## src/rtl/led_pattern_gen.sv

```systemverilog
// LED pattern engine: prescaled step tick drives binary count, bounce scan,
// PWM breathing or ring rotation on the LED bank, selected by a synchronised MODE.
module led_pattern_gen #(
    parameter int unsigned NUM_LEDS  = 4,
    parameter int unsigned DIV_WIDTH = 22,
    parameter int unsigned PWM_WIDTH = 8
) (
    input  logic                CLK_IN,
    input  logic                RST_N,
    input  logic [1:0]          MODE,
    output logic [NUM_LEDS-1:0] LED,
    output logic                TICK,
    output logic [1:0]          MODE_ACT
);

    typedef enum logic [1:0] {
        ModeBinary  = 2'd0,
        ModeScan    = 2'd1,
        ModeBreathe = 2'd2,
        ModeRotate  = 2'd3
    } mode_e;

    typedef enum logic {
        DirUp   = 1'b0,
        DirDown = 1'b1
    } dir_e;

    localparam int unsigned POS_WIDTH = (NUM_LEDS > 1) ? $clog2(NUM_LEDS) : 1;
    localparam logic [POS_WIDTH-1:0] POS_MAX = POS_WIDTH'(NUM_LEDS - 1);
    localparam logic [PWM_WIDTH-1:0] DUTY_MAX = '1;

    logic [DIV_WIDTH-1:0] prescaler_q, prescaler_d;
    logic [1:0]           mode_meta_q;
    mode_e                mode_req_q;
    mode_e                mode_act_q, mode_act_d;
    logic [NUM_LEDS-1:0]  step_q, step_d;
    logic [POS_WIDTH-1:0] pos_q, pos_d;
    dir_e                 dir_q, dir_d;
    logic [PWM_WIDTH-1:0] duty_q, duty_d;
    dir_e                 duty_dir_q, duty_dir_d;
    logic [NUM_LEDS-1:0]  ring_q, ring_d;
    logic [PWM_WIDTH-1:0] pwm_cnt_q, pwm_cnt_d;
    logic [NUM_LEDS-1:0]  led_q, led_d;
    logic                 tick_q, tick_d;

    logic tick_int;
    logic mode_change;

    assign tick_int    = &prescaler_q;
    assign mode_change = (mode_req_q != mode_act_q);

    // Pattern of the active mode from current state; registered into LED every clock.
    always_comb begin
        led_d = '0;
        unique case (mode_act_q)
            ModeBinary:  led_d = step_q;
            ModeScan:    led_d = NUM_LEDS'(1) << pos_q;
            ModeBreathe: led_d = {NUM_LEDS{pwm_cnt_q < duty_q}};
            ModeRotate:  led_d = ring_q;
        endcase
    end

    always_comb begin
        prescaler_d = prescaler_q + DIV_WIDTH'(1);
        pwm_cnt_d   = pwm_cnt_q + PWM_WIDTH'(1);
        tick_d      = tick_int;
        mode_act_d  = mode_act_q;
        step_d      = step_q;
        pos_d       = pos_q;
        dir_d       = dir_q;
        duty_d      = duty_q;
        duty_dir_d  = duty_dir_q;
        ring_d      = ring_q;

        if (mode_change) begin
            // Entering a mode restarts it cleanly; a coincident tick is swallowed.
            mode_act_d  = mode_req_q;
            prescaler_d = '0;
            step_d      = '0;
            pos_d       = '0;
            dir_d       = DirUp;
            duty_d      = '0;
            duty_dir_d  = DirUp;
            ring_d      = NUM_LEDS'(1);
        end else if (tick_int) begin
            unique case (mode_act_q)
                ModeBinary: begin
                    step_d = step_q + NUM_LEDS'(1);
                end
                ModeScan: begin
                    if (NUM_LEDS > 1) begin
                        if (dir_q == DirUp) begin
                            if (pos_q == POS_MAX) begin
                                dir_d = DirDown;
                                pos_d = pos_q - POS_WIDTH'(1);
                            end else begin
                                pos_d = pos_q + POS_WIDTH'(1);
                            end
                        end else begin
                            if (pos_q == '0) begin
                                dir_d = DirUp;
                                pos_d = pos_q + POS_WIDTH'(1);
                            end else begin
                                pos_d = pos_q - POS_WIDTH'(1);
                            end
                        end
                    end
                end
                ModeBreathe: begin
                    // Triangle turnaround: endpoints are visited once, never held.
                    if (duty_dir_q == DirUp) begin
                        if (duty_q == DUTY_MAX) begin
                            duty_dir_d = DirDown;
                            duty_d     = duty_q - PWM_WIDTH'(1);
                        end else begin
                            duty_d = duty_q + PWM_WIDTH'(1);
                        end
                    end else begin
                        if (duty_q == '0) begin
                            duty_dir_d = DirUp;
                            duty_d     = duty_q + PWM_WIDTH'(1);
                        end else begin
                            duty_d = duty_q - PWM_WIDTH'(1);
                        end
                    end
                end
                ModeRotate: begin
                    ring_d = (ring_q << 1) | (ring_q >> (NUM_LEDS - 1));
                end
            endcase
        end
    end

    always_ff @(posedge CLK_IN or negedge RST_N) begin
        if (!RST_N) begin
            prescaler_q <= '0;
            mode_meta_q <= 2'b00;
            mode_req_q  <= ModeBinary;
            mode_act_q  <= ModeBinary;
            step_q      <= '0;
            pos_q       <= '0;
            dir_q       <= DirUp;
            duty_q      <= '0;
            duty_dir_q  <= DirUp;
            ring_q      <= NUM_LEDS'(1);
            pwm_cnt_q   <= '0;
            led_q       <= '0;
            tick_q      <= 1'b0;
        end else begin
            prescaler_q <= prescaler_d;
            mode_meta_q <= MODE;
            mode_req_q  <= mode_e'(mode_meta_q);
            mode_act_q  <= mode_act_d;
            step_q      <= step_d;
            pos_q       <= pos_d;
            dir_q       <= dir_d;
            duty_q      <= duty_d;
            duty_dir_q  <= duty_dir_d;
            ring_q      <= ring_d;
            pwm_cnt_q   <= pwm_cnt_d;
            led_q       <= led_d;
            tick_q      <= tick_d;
        end
    end

    assign LED      = led_q;
    assign TICK     = tick_q;
    assign MODE_ACT = mode_act_q;

endmodule

```

## config.mk

```make
export PLATFORM = sky130hd
export DESIGN_NAME = led_pattern_gen
export DESIGN_NICKNAME = d
export VERILOG_FILES = /design/src/rtl/led_pattern_gen.sv
export SDC_FILE = /design/constraint.sdc
export NUM_CORES = 1
export LEC_CHECK = 0
export BUFFER_PORTS_ARGS = -buffer_cell sky130_fd_sc_hd__buf_2
export CAP_MARGIN = 20
export CORE_ASPECT_RATIO = 1.75
export CORE_MARGIN = 2
export CORE_UTILIZATION = 62
export DETAILED_ROUTE_END_ITERATION = 7
export PLACE_DENSITY = 0.84
export RECOVER_POWER = 100
export SYNTH_ARGS = -nofsm -noshare
export SYNTH_HDL_FRONTEND = slang
export SYNTH_SLANG_ARGS = --single-unit
```

## constraint.sdc

```tcl
create_clock -name CLK_IN -period 2.4 [get_ports CLK_IN]
set_clock_uncertainty 0.05 [all_clocks]
set_input_delay 0.48 -clock CLK_IN [delete_from_list [all_inputs] [get_ports CLK_IN]]
set_output_delay 0.48 -clock CLK_IN [all_outputs]
set_load 0.005 [all_outputs]
```

== Yosys cells after proc, flatten, opt, wreduce, memory -nomap -nowiden ==
Index checks and enable logic that the tools add are counted.
Word-level totals
  register bits: 61
  latch bits: 0
  RAM bits: 0
  memory bits (read-only): 0
  word-level logic and storage cells: 74
  memories: 0
Cells by class
  add/sub/neg operators: 7
  $mul: 0
  div/mod/pow operators: 0
  magnitude comparators: 1
  equality and inequality tests: 6
  shift-type cells: 1
  muxes and demuxes: 32
  bitwise gates (word level): 1
  reduce and logical (&&, ||, !) cells: 13
Operators with widths (count)
  $mux W8: 6
  $mux W4: 6
  $add A22 B1 Y22 const B: 1
  $mux W22: 1
  $reduce_and A22 Y1: 1
  $add A8 B1 Y8 const B: 2
  $pmux W4 S4: 1
  $mux W1: 12
  $mux W2: 6
  $reduce_bool A2 Y1: 5
  $eq A8 B8 Y1 const B: 1
  $logic_not A8 Y1: 1
  $lt A8 B8 Y1: 1
  $reduce_and A2 Y1: 4
  $sub A8 B1 Y8 const B: 1
  $eq A2 B2 Y1 const B: 3
  $add A4 B1 Y4 const B: 1
  $logic_not A2 Y1: 2
  $or A4 B1 Y4: 1
  $shl A1 B2 Y4 const A: 1
  $add A2 B1 Y2 const B: 1
  $eq A2 B1 Y1 const B: 1
  $ne A2 B2 Y1: 1
  $sub A2 B1 Y2 const B: 1

== Depth between registers and ports, before layout ==
  word-level depth: 6
  mapped depth: 8

== Worst setup path before layout ==
No wires, ideal clock.
  path kind: reg2reg
  start: register duty_q[5]
  end: register duty_q[5]
  data arrival time: 1853 ps
  slack: 371 ps
  stages on the path, launching flop included: 7
  path buffers: 1
  period minus slack after synthesis: 2029 ps
  cells stage by stage: dfrtp_1 clkbuf_1 or4_4 o31a_1 o2111a_1 a32oi_1 nand3_1
Between the ends
  longest elaborated chain between the ends: 6
  elaborated cells between the ends (all ways): 10
RTL lines
  start, declared: line 39  | logic [PWM_WIDTH-1:0] duty_q, duty_d;
  start signal, assigned: line 157  | duty_q <= duty_d;
  $add A8 B1 Y8 (tied with other cells): line 116, 121
  $mux W8, on equally long branches: line 112, 119
  $mux W8 (*): line 111  | if (duty_dir_q == DirUp) begin
  $mux W8 (*): line 86  | unique case (mode_act_q)
  $mux W8 (*): line 85  | end else if (tick_int) begin
  $mux W8 (*): line 75  | if (mode_change) begin
Every way passes the cells marked *; elsewhere a longest branch is shown, timed or not. The select of a mux whose other input is x is not followed.
A chain may end at the register's enable or synchronous reset.

== Final worst setup path ==
  start: register duty_q[2]
  end: register duty_q[5]
The elaborated chain is that of the path after synthesis.

==> impl_metrics.toml <==
[synthesis]
yosys_warnings = 0
async_reset_ff_frac = 1.000
yosysTopAreaCell = "sky130_fd_sc_hd__dfrtp_1"
synth_nets = 346
synth_top_cell_area_share = 0.4584
postSynthCellCount = 329
synth_area_per_cell_um2 = 9.956
yosys_register_bits = 61
synth-main-ff-cell = "sky130_fd_sc_hd__dfrtp_1"
synth-seq-area-share = 0.4664
yosys-top-cells-area = "sky130_fd_sc_hd__dfrtp_1, sky130_fd_sc_hd__xnor2_1, sky130_fd_sc_hd__ha_1, sky130_fd_sc_hd__nand3_1, sky130_fd_sc_hd__nor2_1"
synth_enable_flop_cells = 0
synth_area_um2 = 3276
synth_cell_type_count = 47

[placement]
port_buffers = 10
preCtsSetupSlack_ns = 0.2363
routabilityCongestion = 0.8820
dp.final_hpwl_mm = 4.805

[drt]
detail_route.first_pass.iterations = 6
vias = 2561
number_of_violations_reported_at_the_end_of_detailed_routing_iteration_0 = 97
antenna_left = 0
drt-wirelength-per-cell_um = 17.14
detailed_route_vias_per_instance = 6.371
route.detailed.drc = 1
drt-total-wl_mm = 6.892

[cts]
worst_setup_hold_path_clk_slew_ns = 0.07
cts.sinks = 61
cts_htree_levels = 3
post-cts-setup-buffers = 0
clock_tree_from_tritoncts = "yes"
cts_hold_buffers = 0
clockBufferDepth = 2
cts_resized = 0
cts.root.buffer_cell = "sky130_fd_sc_hd__clkbuf_8"
clock_latency_ns = 0.34
cts_buffers = 9

[final_layout]
drive_above_1_share = 0.1095
finalNetCount = 359
most_frequent_standard_cell_in_the_layout_excluding_fill_and_tap_cells = "sky130_fd_sc_hd__dfrtp_1"
antennaDiodeCount = 0
syn_to_final_growth_pct = 9.587
most-common-layout-cells = "sky130_fd_sc_hd__dfrtp_1, sky130_fd_sc_hd__nor2_1, sky130_fd_sc_hd__nand2_1"

[floorplan]
num_rows = 35
design.portCount = 11
placeableCoreArea_um2 = 5167
initial_core_util = 0.6339
die_area_um2 = 5904
fp.dieW_um = 58.95
chipHeight_um = 100.2

[timing]
final-hold-violation-count = 0
post-route-period-util = 0.9072
layout_min_cycle_time_ns = 2.177
setup-violations-final = 0
finalMaxSlewViolations = 0
tightest_slew_ns = 1.479
fmaxAchievable_ghz = 0.4593
setup_tns_ns = 0
post-route-worst-setup-slack_ns = 0.2227
relSlewSlack = 0.01429
rsz_0062_raised_after_global_routing = "false"

[outcome]
status = "finished, violations left"
violations_in_the_final_reports = "design-rule violations"

[worst_setup_path]
timing.critical_path.required_ns = 2.56
critPathMaxFanout = 9
timing.critical_path.slowest_cell_delay_ns = 0.59
worst_setup_path_type = "reg2reg"
timing.critical_path.slowest_stage_cell = "sky130_fd_sc_hd__or4_4"
cp.arrival_ns = 2.34
cp_cell_sequence = "or4_4 -> o31a_1 -> o2111a_1 -> a32oi_1 -> nand3_1"
cp-end-kind = "flop"
worst_setup_path_start_kind = "flop"

[pwr]
power.density_cell_area_nw_per_um2 = 597.8
peak_supply_drop_mv = 0.4967
p_leak_nw = 1.577

[global_routing]
global_route_wire_length_before_repair_mm = 11.93
globalRouteTotalUtil = 0.2678
antenna_found_initial = 0
first_global_vias = 2562
grt.overflow.total = 0
pin_count_of_the_biggest_net_entering_global_routing = 62

[hold_path]
worstHoldPathType = "in2reg"

[job]
timing.max_cap.violations = 0
[worst paths after layout]
path / from / end / slack, ns / cells past startpoint
worst max register to register: duty_q[2] / duty_q[5] / 0.22 / 5
min in group asynchronous: RST_N / duty_q[3] / 0.52 / 2
max in group asynchronous: RST_N / mode_req_q[1] / 0.89 / 2
worst min register to register: mode_meta_q[1] / mode_req_q[1] / 0.31 / 0
worst max-delay path: duty_q[2] / duty_q[5] / 0.22 / 5
worst min-delay path: MODE[0] / mode_meta_q[0] / 0.19 / 1
[flip-flops by register name (all words and copies together) (netlist names), 4 cells and up]
name and count:
LED 4, duty_q 8, prescaler_q 22, pwm_cnt_q 8, ring_q 4, step_q 4
[cell type report]
class	instances	area (um^2)
repair buffers	16	82.58
flip-flops and latches	61	1528
well taps	55	68.82
fillers	392	1578
multi-input cells	238	1627
clock inverters	6	86.33
clock buffers	10	137.6
inverters	16	60.06
[routing by layer]
layer | share of wire | global-route usage
met1 | 0.37 | 0.3028
met5 | 0 | 0
met2 | 0.54 | 0.4547
met4 | 0.047 | 0.1469
met3 | 0.045 | 0.05928
[logic make-up (layout without fill, tap and decap cells)]
kind of cell    Yosys count  after routing  synth area share
compound gates           44             44            0.1012
xor+xnor                 31             31           0.08289
fa+ha+maj                13             13           0.04966
buf+inv                  30             48           0.03476
flops                    61             61            0.4664
mux                      10             10           0.03094
simple gates            140            140            0.2341
[through the flow]
stage          power (mW)    util  std cells  hold slack [ns]  cell area, um^2
2_1_floorplan       1.110       -        329           0.1344             3276
6_report            2.146  0.6947        402           0.1905             3590
3_5_place_dp        1.157  0.6576        386           0.2918             3398
3_3_place_gp        1.155  0.6576        386           0.2909             3398
5_1_grt             2.219  0.6947        402           0.1795             3590
4_1_cts             2.173  0.7010        402          0.09028             3622
[cell usage after synthesis (all sizes together) (2+ instances only)]
cell type  count
dfrtp         60
nor2          30
nand2         26
nand3         23
xnor2         23
inv           16
clkbuf        13
ha            13
and3          11
nand4         11
nor3          11
a21oi          9
mux2i          9
o21ai          9
nor4           8
xor2           8
a221o          4
and2           4
and4           4
nand2b         4
a211oi         3
o211ai         3
o31a           3
o31ai          3
or3            3
or4            3
a2111oi        2
a32oi          2
o2111ai        2
[where the power goes]
part	internal [mW]	switching [mW]	leakage, nW	total [mW]
Clock	0.610	0.406	0.112	1.02
Combinational	0.0193	0.0628	0.646	0.0821
Sequential	1.04	0.0103	0.818	1.05
[worst max-delay path: cells and delay by family (launching register included)]
family,cells,cell delay (ns)
compound gates,3,0.84
simple gates,2,0.70
flops,1,0.47
Power figures use the tool's default switching activity.
